## config.mk

```make
export PLATFORM = sky130hd
export DESIGN_NAME = des_expand_serializer
export DESIGN_NICKNAME = d
export VERILOG_FILES = /design/src/rtl/des_expand_serializer.sv
export SDC_FILE = /design/constraint.sdc
export NUM_CORES = 1
export LEC_CHECK = 0
export CORE_AREA = 8 8 89 91
export CTS_CLUSTER_DIAMETER = 40
export DETAILED_ROUTE_END_ITERATION = 12
export DIE_AREA = 0 0 97 99
export GPL_TIMING_DRIVEN = 0
export PLACE_DENSITY_LB_ADDON = 0.3
export RECOVER_POWER = 50
export SYNTH_ARGS = -nofsm -noshare
export SYNTH_HDL_FRONTEND = slang
export SYNTH_SLANG_ARGS = --single-unit
```

## constraint.sdc

```tcl
create_clock -name clk -period 5.34 [get_ports clk]
set_input_delay 0.801 -clock clk [delete_from_list [all_inputs] [get_ports clk]]
set_output_delay 0.801 -clock clk [all_outputs]
set_load 0.005 [all_outputs]
```

## src/rtl/des_expand_serializer.sv

```systemverilog
// DES E-expansion XOR round subkey, streamed to the shared S-box stage as eight 6-bit chunks.
// Optional macro DES_ZEROIZE_EN: wipe the working register and idle sbox_data once a block completes.
module des_expand_serializer (
   input  logic        clk,
   input  logic        rst_n,
   input  logic        in_valid,
   output logic        in_ready,
   input  logic [1:32] r_in,
   input  logic [1:48] subkey_in,
   output logic        sbox_valid,
   input  logic        sbox_ready,
   output logic [1:6]  sbox_data,
   output logic [2:0]  sbox_idx,
   output logic        sbox_last
);

   typedef enum logic {IDLE, SEND} state_t;

   state_t      state_q, state_d;
   logic [2:0]  idx_q, idx_d;
   logic [1:48] work_q, work_d;
   logic        sbox_valid_q, sbox_valid_d;
   logic        sbox_last_q, sbox_last_d;
   logic [1:6]  sbox_data_q, sbox_data_d;
   logic [1:48] e_out, x_in;
   logic        load, chunk_acc;

   function automatic logic [1:6] chunk_of(input logic [1:48] w, input logic [2:0] i);
      case (i)
         3'd0:    return w[1:6];
         3'd1:    return w[7:12];
         3'd2:    return w[13:18];
         3'd3:    return w[19:24];
         3'd4:    return w[25:30];
         3'd5:    return w[31:36];
         3'd6:    return w[37:42];
         default: return w[43:48];
      endcase
   endfunction

   // E table: each 6-bit group overlaps its neighbours by one bit, wrapping 32 <-> 1.
   assign e_out = {r_in[32], r_in[1:5], r_in[4:9], r_in[8:13], r_in[12:17],
                   r_in[16:21], r_in[20:25], r_in[24:29], r_in[28:32], r_in[1]};
   assign x_in  = e_out ^ subkey_in;

   assign in_ready  = rst_n && ((state_q == IDLE) ||
                                (state_q == SEND && idx_q == 3'd7 && sbox_ready));
   assign load      = in_valid && in_ready;
   assign chunk_acc = (state_q == SEND) && sbox_ready;

   always_comb begin
      state_d = state_q;
      idx_d   = idx_q;
      work_d  = work_q;
      if (load) begin
         state_d = SEND;
         idx_d   = 3'd0;
         work_d  = x_in;
      end else if (chunk_acc) begin
         if (idx_q == 3'd7) begin
            state_d = IDLE;
            idx_d   = 3'd0;
`ifdef DES_ZEROIZE_EN
            work_d  = '0;
`endif
         end else begin
            idx_d = idx_q + 3'd1;
         end
      end

      sbox_valid_d = (state_d == SEND);
      sbox_last_d  = (state_d == SEND) && (idx_d == 3'd7);
      if (state_d == SEND) begin
         sbox_data_d = chunk_of(work_d, idx_d);
      end else begin
`ifdef DES_ZEROIZE_EN
         sbox_data_d = '0;
`else
         sbox_data_d = sbox_data_q;
`endif
      end
   end

   always_ff @(posedge clk) begin
      if (!rst_n) begin
         state_q      <= IDLE;
         idx_q        <= '0;
         work_q       <= '0;
         sbox_valid_q <= 1'b0;
         sbox_last_q  <= 1'b0;
         sbox_data_q  <= '0;
      end else begin
         state_q      <= state_d;
         idx_q        <= idx_d;
         work_q       <= work_d;
         sbox_valid_q <= sbox_valid_d;
         sbox_last_q  <= sbox_last_d;
         sbox_data_q  <= sbox_data_d;
      end
   end

   assign sbox_valid = sbox_valid_q;
   assign sbox_data  = sbox_data_q;
   assign sbox_idx   = idx_q;
   assign sbox_last  = sbox_last_q;

endmodule

```

==> results.yml, run 1 <==
global_route:
  grtUsageTotal: 0.197
  grt_max_degree: 11
  grt.busiest_layer: "met2"
  grt_pass1_wl_mm: 15.6
  grt_antenna_before_repair: 0
  first_global_vias: 3195
  grt_use_met1: 0.218
  grt_util_met2: 0.328
  grt_use_met3: 0.0672
  gr-total-overflow: 0
worst_setup_path:
  endpoint: "in_ready"
  r2r_start: "sbox_idx[0]"
  critical-path-max-stage-delay_ns: 0.55
  cp-end-kind: "output pin"
  crit_top_cell: "clkdlybuf4s50_1"
  rrSetupSlack_ns: 2.48
  rr_endpoint: "work_q[6]"
  path_max_fanout: 10
  cp-start-kind: "primary input"
  critPathRequiredTime_ns: 4.54
  worst_r2r_path_depth: 8
  criticalPathCategory: "in -> out"
  cp_cell_sequence: "clkdlybuf4s50_1 > clkbuf_1 > and2_1 > clkdlybuf4s50_1"
  worst_path_max_delay_cell: "clkdlybuf4s50_1"
  startpoint: "rst_n"
  cp_data_arrival_time_ns: 2.47
yosys:
  synthArstFlopShare: 0
  ys_seq_area_frac: 0.366
  synthDistinctLibCells: 50
  synth_edf_count: 0
  ys_ff_latch: 59
  syn-cell-area_um2: 3230
  syn_area_per_cell_um2: 9.38
  syn_nets: 430
  synth_top_area_frac: 0.366
  synthTopCellsByArea: "dfxtp_1 37%, o211a_1 15%, xnor2_1 12%"
  synthFlopType: "dfxtp_1"
  yosys.area.top_type: "dfxtp_1"
  syn_inst: 344
  synth_warnings: 0
cells_and_area:
  layout-area-overhead-vs-synth_pct: 37.8
  utilization: 0.677
  drive_gt1_frac: 0.0793
  finalNetCount: 536
  diodes: 0
routing:
  wire_per_inst_um: 17.6
  drc: 0
  first_iter_violations: 234
  drt_wl_total_mm: 9.40
  routed-via-count: 3077
  viasPerCell: 5.76
  dr.pass1.iters: 5
  ant_nets: 0
timing:
  min_period_over_period: 0.612
  slew_violations: 0
  layout_min_cycle_time_ns: 3.27
  finClkSkew_ns: 0.00890
  slew_headroom: 0.617
  timing.fmax_mhz: 306
  rsz0062_at_grt: "false"
  hold_violations: 0
  tightest_slew_ns: 0.575
  setup_tns_ns: 0
  finalSetupViolations: 0
clocking:
  clkTransAtPathRegs_ns: 0.06
  root_buffer: "clkbuf_8"
  post-cts-setup-buffers: 0
  cts_tree: "done"
  cts_resized: 0
  clockBufferDepth: 2
  htreeDepth: 3
  clock_latency_ns: 0.34
  cts_num_sinks: 59
  hold_buffers: 0
  cts_buffers: 9
floorplanning:
  die_w_um: 97
  die_area_um2: 9600
  die_y_um: 99
  io_pins: 96
  row_count: 30
  coreArea_um2: 6570
  initial_core_util: 0.491
placement:
  gp_congestion: 0.898
  portBuffers: 95
  dp_hpwl_mm: 7.47
power:
  p_per_area_nw_per_um2: 252
  leakage_uw: 0.00208
  irDropWorstVdd_mv: 0.160
flow_run:
  maxCapViolations: 0
worst_hold_path:
  min_path_type: "reg -> reg"
outcome:
  status: "finished clean"
-- how the worst min path moves through the flow --
stage	startpoint	endpoint	slack, ns	depth (start not counted)
2_1_floorplan	work_q[5]	work_q[5]	0.44	2
3_5_place_dp	work_q[3]	work_q[3]	0.47	2
4_1_cts	work_q[3]	work_q[3]	0.47	2
3_3_place_gp	work_q[3]	work_q[3]	0.45	2
5_1_grt	work_q[5]	work_q[5]	0.50	2
6_report	work_q[3]	work_q[3]	0.48	2
-- cell usage in the layout, fill, tap and decap left out, types with 3 or more instances in the layout --
cell type,netlist,layout
a22o_1,7,7
nor2_1,5,5
clkbuf_1,10,18
dlygate4sd3_1,0,12
and2_1,5,4
xnor2_1,46,46
clkbuf_8,0,11
o211a_1,48,48
dfxtp_1,59,59
a221oi_1,3,3
a21boi_0,3,3
buf_6,5,3
nand3_1,10,10
clkdlybuf4s50_1,0,83
a21bo_2,3,3
a21oi_1,10,10
a31oi_1,5,5
o211ai_1,3,3
o21ai_0,12,12
nand2_1,61,61
a22oi_1,3,3
-- state kept, by name (all words and copies together) (netlist names) --
register and flops:
work_q 48, sbox_data 6, sbox_idx 3, sbox_valid 1
sbox_last 1
-- report_power, final --
group / internal (uW) / total [uW] / leakage, uW / switching (uW)
Clock: 238 / 400 / 0.0000995 / 163
Combinational: 129 / 225 / 0.00149 / 95.5
Sequential: 472 / 493 / 0.000485 / 21.0
Total: 839 / 1120 / 0.00208 / 279
-- logic make-up after synthesis --
group,Yosys count,synth area share
AOI/OAI and AO/OA,112,0.297
and+or+nand+nor,98,0.149
DFF,59,0.366
xor gates and xnor gates,48,0.130
buffers and inverters,23,0.0431
muxes,2,0.00659
adders and majority gates,2,0.00776
-- worst max-delay path: cells and delay by family --
family / cells / cell delay, ns
and+or+nand+nor: 1 / 0.20
buffers and inverters: 3 / 1.47
-- synth_stat cells, types with 2 or more instances --
master	n
xor2_1	2
buf_2	6
a22o_1	7
o21ai_0	12
and2_1	5
a22oi_1	3
dfxtp_1	59
a21bo_2	3
nand3_1	10
a21o_1	2
buf_6	5
and3_1	2
o21ai_2	2
a31oi_1	5
nand2_1	61
or3_1	2
a21oi_1	10
a21boi_0	3
ha_1	2
clkbuf_1	10
a222oi_1	2
nor2_1	5
xnor2_1	46
buf_4	2
o211ai_1	3
o211a_1	48
a221oi_1	3
nand2b_1	2
-- per-stage QoR --
step	hold slack, ns	power (uW)	setup slack, ns	area (um2)	std cells
after global placement	0.454	724	2.09	4280	519
after global routing	0.499	1170	1.99	4440	534
after detailed placement	0.465	730	2.09	4280	519
after floorplan	0.443	613	3.34	3230	344
final	0.475	1120	2.07	4440	534
after CTS	0.474	1130	2.09	4470	534
-- layout make-up --
type,instances,area (um2)
multi-input combinational,262,1900
tap,80,100
fill,538,2120
buffer,23,119
sequential,59,1180
clock inverter,2,35.0
timing repair buffer,95,951
clock buffer,13,159
-- layer usage --
| layer | share of wire | up-vias | wire length (um) |
|---|---|---|---|
| met4 | 0.028 | 0 | 262 |
| met2 | 0.49 | 131 | 4610 |
| li1 | - | 1470 | - |
| met1 | 0.39 | 1451 | 3710 |
| met3 | 0.087 | 25 | 818 |
| met5 | 0 | - | 0 |
Note: power is estimated with default switching activity, not from simulation.
==> run 2, diff against run 1 <==
CORE_AREA = 8 8 91 93   (was 8 8 89 91)
DIE_AREA = 0 0 99 101   (was 0 0 97 99)
clock period = 3.23 ns   (was 5.34 ns; I/O delays follow)
==> results.yml, run 2 (synthesis gave the netlist of run 1 again) <==
timing:
  layout_min_cycle_time_ns: 2.73
  finalSetupViolations: 0
  min_period_over_period: 0.844
  timing.fmax_mhz: 367
  tightest_slew_ns: 0.585
  finClkSkew_ns: 0.00523
  rsz0062_at_grt: "false"
  slew_headroom: 0.610
  hold_violations: 0
  setup_tns_ns: 0
  slew_violations: 0
clocking:
  clockBufferDepth: 2
  cts_buffers: 9
  clock_latency_ns: 0.34
  cts_tree: "done"
  htreeDepth: 3
  hold_buffers: 0
  post-cts-setup-buffers: 0
  clkTransAtPathRegs_ns: 0.06
  root_buffer: "clkbuf_8"
  cts_num_sinks: 59
  cts_resized: 0
worst_setup_path:
  r2r_start: "sbox_idx[0]"
  worst_r2r_path_depth: 8
  cp-end-kind: "flip-flop"
  criticalPathCategory: "reg -> reg"
  cp-start-kind: "flip-flop"
  cp_data_arrival_time_ns: 3.00
  path_max_fanout: 10
  rr_endpoint: "work_q[21]"
  critPathRequiredTime_ns: 3.51
  rrSetupSlack_ns: 0.50
routing:
  drt_wl_total_mm: 9.55
  drc: 0
  routed-via-count: 3099
  first_iter_violations: 175
  wire_per_inst_um: 17.8
  dr.pass1.iters: 4
  ant_nets: 0
  viasPerCell: 5.77
placement:
  gp_congestion: 0.866
  placed_area_um2: 4280
  dp_hpwl_mm: 7.42
  portBuffers: 95
  dp.cells: 521
cells_and_area:
  diodes: 0
  final_common_cell: "clkdlybuf4s50_1"
  layout-area-overhead-vs-synth_pct: 37.1
  fin_cells: 537
  finalNetCount: 536
  largest_reg_flops: 48
  nFillCells: 613
  drive_gt1_frac: 0.0835
  fin_area_um2: 4420
  regMostFlops: "work_q"
  final_cell_mix: "84 x clkdlybuf4s50_1, 61 x nand2_1, 59 x dfxtp_1, 48 x o211a_1, 46 x xnor2_1"
worst_hold_path:
  min-delay-start: "work_q[5]"
  hold-path-cell-count: 2
  min_path_type: "reg -> reg"
  min_to: "work_q[5]"
global_route:
  first_global_vias: 3168
  grt_antenna_before_repair: 0
  grt_pass1_wl_mm: 15.4
  gr-total-overflow: 0
  grt_max_degree: 11
  grtUsageTotal: 0.194
floorplanning:
  io_pins: 96
  die_w_um: 99
  coreArea_um2: 6940
  row_count: 31
  initial_core_util: 0.465
  die_area_um2: 10000
  die_y_um: 101
power:
  total_power_uw: 1780
  leakage_uw: 0.00208
  irDropWorstVdd_mv: 0.262
  p_per_area_nw_per_um2: 403
flow_run:
  maxCapViolations: 0
outcome:
  status: "finished clean"
run 2: cell types whose count changed in the layout (fill, tap and decap cells not counted), sizes merged:
cell | previous run | this run
clkbuf | 29 | 27
clkdlybuf4s50 | 83 | 84
buf | 7 | 10
clkinv | 1 | 2
bufinv | 1 | 0
dlygate4sd3 | 12 | 11
run 2: worst max-delay path by stage:
stage / start / to / cells past startpoint
2_1_floorplan: sbox_idx[0] / sbox_data[3] / 8
6_report: sbox_idx[0] / work_q[21] / 8
3_3_place_gp: rst_n / in_ready / 4
5_1_grt: sbox_idx[0] / work_q[21] / 8
4_1_cts: rst_n / in_ready / 4
3_5_place_dp: rst_n / in_ready / 4
run 2: critical path, cell delays in order (launching register included):
cell,delay (ns)
dfxtp_1,0.47
ha_1,0.21
ha_1,0.24
a21bo_1,0.26
and2_0,0.16
clkbuf_1,0.29
clkbuf_1,0.44
clkbuf_1,0.41
o211a_1,0.19
run 2: power breakdown:
part	leakage, uW	switching [uW]	internal [uW]
Sequential	0.000485	34.3	779
Combinational	0.00150	157	214
Clock	0.0000905	279	319
run 2: cell type report:
class,instances,area (um2),area share
tap,82,103,0.0232
clock inverter,2,10.0,0.00226
multi-input combinational,262,1890,0.428
timing repair buffer,95,951,0.215
sequential,59,1180,0.267
clock buffer,14,163,0.0368
buffer,23,123,0.0277
run 2: per-stage QoR:
step | hold slack [ns] | utilization | setup WS [ns]
after global placement | 0.453 | 0.616 | 0.634
final | 0.474 | 0.637 | 0.502
after CTS | 0.474 | 0.641 | 0.630
after global routing | 0.515 | 0.637 | 0.270
after detailed placement | 0.466 | 0.616 | 0.639
after floorplan | 0.443 | - | 1.24
run 2: per-layer routing:
metal | global-route usage | wire [um]
met3 | 0.0642 | 672
met1 | 0.216 | 3970
met2 | 0.327 | 4660
met5 | 0 | 0
met4 | 0.0921 | 251
==> run 3, diff against run 2 <==
clock period = 2.8 ns   (was 3.23 ns; I/O delays follow)
==> results.yml, run 3 (synthesis gave the netlist of run 1 again) <==
outcome:
  status: "finished clean"
placement:
  dp.cells: 521
  portBuffers: 95
  gp_congestion: 0.866
  place_ws_ns: 0.338
  dp_hpwl_mm: 7.42
worst_hold_path:
  min_path_type: "reg -> reg"
power:
  pwr-share-seq: 0.456
  power_frac_comb: 0.209
  leakage_uw: 0.00208
  p_per_area_nw_per_um2: 464
  swShare: 0.263
  irDropWorstVdd_mv: 0.302
  power.net_switching_uw: 541
  p_int_uw: 1520
  pwr-share-clk: 0.335
clocking:
  clockBufferDepth: 2
  clock_latency_ns: 0.33
  cts_tree: "done"
  cts_num_sinks: 59
  clkTransAtPathRegs_ns: 0.06
  root_buffer: "clkbuf_8"
  htreeDepth: 3
  hold_buffers: 0
  cts_resized: 0
  post-cts-setup-buffers: 0
  cts_buffers: 9
cells_and_area:
  final_cell_mix: "84 x clkdlybuf4s50_1, 61 x nand2_1, 59 x dfxtp_1, 48 x o211a_1, 46 x xnor2_1"
  regMostFlops: "work_q"
  nFillCells: 610
  finalNetCount: 536
  diodes: 0
  fin_cells: 537
  layout-area-overhead-vs-synth_pct: 37.5
  drive_gt1_frac: 0.0857
  largest_reg_flops: 48
  final_common_cell: "clkdlybuf4s50_1"
timing:
  hold_violations: 0
  finClkSkew_ns: 0.00455
  rsz0062_at_grt: "false"
  slew_headroom: 0.624
  layout_setup_ws_ns: 0.297
  layout_min_cycle_time_ns: 2.50
  setup_tns_ns: 0
  whs_ns: 0.474
  tightest_slew_ns: 0.563
  slew_violations: 0
  finalSetupViolations: 0
  min_period_over_period: 0.894
  timing.fmax_mhz: 400
global_route:
  grt_antenna_before_repair: 0
  first_global_vias: 3168
  grt_max_degree: 11
  grtUsageTotal: 0.194
  gr-total-overflow: 0
  grt_pass1_wl_mm: 15.4
floorplanning:
  die_y_um: 101
  die_area_um2: 10000
  initial_core_util: 0.465
  io_pins: 96
  coreArea_um2: 6940
  die_w_um: 99
  row_count: 31
worst_setup_path:
  cp-start-kind: "flip-flop"
  crit_top_cell: "ha_1"
  worst_path_max_delay_cell: "clkdlybuf4s50_1"
  cp_data_arrival_time_ns: 2.08
  critPathRequiredTime_ns: 2.38
  criticalPathCategory: "reg -> out"
  path_max_fanout: 9
  cp_cell_sequence: "ha_1 > ha_1 > a21bo_4 > and2_1 > clkdlybuf4s50_1"
  critical-path-max-stage-delay_ns: 0.50
  rrSetupSlack_ns: 0.33
  cp-end-kind: "output pin"
routing:
  viasPerCell: 5.75
  first_iter_violations: 161
  routed-via-count: 3087
  drc: 0
  dr.pass1.iters: 7
  drt_wl_total_mm: 9.48
  ant_nets: 0
  wire_per_inst_um: 17.7
flow_run:
  maxCapViolations: 0
## run 3: metal layers
metal  routed length [um]  share of wire  GRT usage  vias to the layer above
met4                  256          0.027     0.0921                        0
met3                  683          0.072     0.0642                       20
met5                    0              0          0                        -
met2                 4600           0.49      0.327                      127
met1                 3940           0.42      0.216                     1476
li1                     -              -          -                     1464
## run 3: worst max-delay path, delay by kind of cell, from the launching register on
kind / cells / cell delay (ns)
AOI/OAI and AO/OA: 1 / 0.20
adders and majority gates: 2 / 0.45
buffers and inverters: 1 / 0.50
DFF: 1 / 0.47
and+or+nand+nor: 1 / 0.13
## run 3: area by class of cell
| type | instances | area (um2) | share of cell area |
|---|---|---|---|
| repair buffers | 95 | 951 | 0.214 |
| plain buffers | 23 | 129 | 0.0291 |
| multi-input cells | 262 | 1900 | 0.428 |
| flip-flops and latches | 59 | 1180 | 0.266 |
| clock inverters | 2 | 10.0 | 0.00226 |
| clock buffers | 14 | 163 | 0.0367 |
| well taps | 82 | 103 | 0.0231 |
## run 3: power groups by stage
stage / combinational, uW / clock, uW / sequential, uW
2_1_floorplan: 227 / 0 / 942
3_3_place_gp: 429 / 0 / 954
3_5_place_dp: 437 / 0 / 955
4_1_cts: 439 / 697 / 938
5_1_grt: 468 / 733 / 944
6_report: 430 / 688 / 938
## run 3: through the flow
stage	power, uW	utilization	area (um2)
floorplan	1170	-	3230
global placement	1380	0.616	4280
detailed placement	1390	0.616	4280
CTS	2070	0.641	4450
global route	2140	0.639	4430
finish	2060	0.639	4430
## run 3: final timing paths
check,cells after the start,end,startpoint
setup / recovery,5,in_ready,sbox_idx[0]
hold / removal,2,work_q[5],work_q[5]
setup reg to reg,8,sbox_data[3],sbox_idx[0]
hold reg to reg,2,work_q[5],work_q[5]
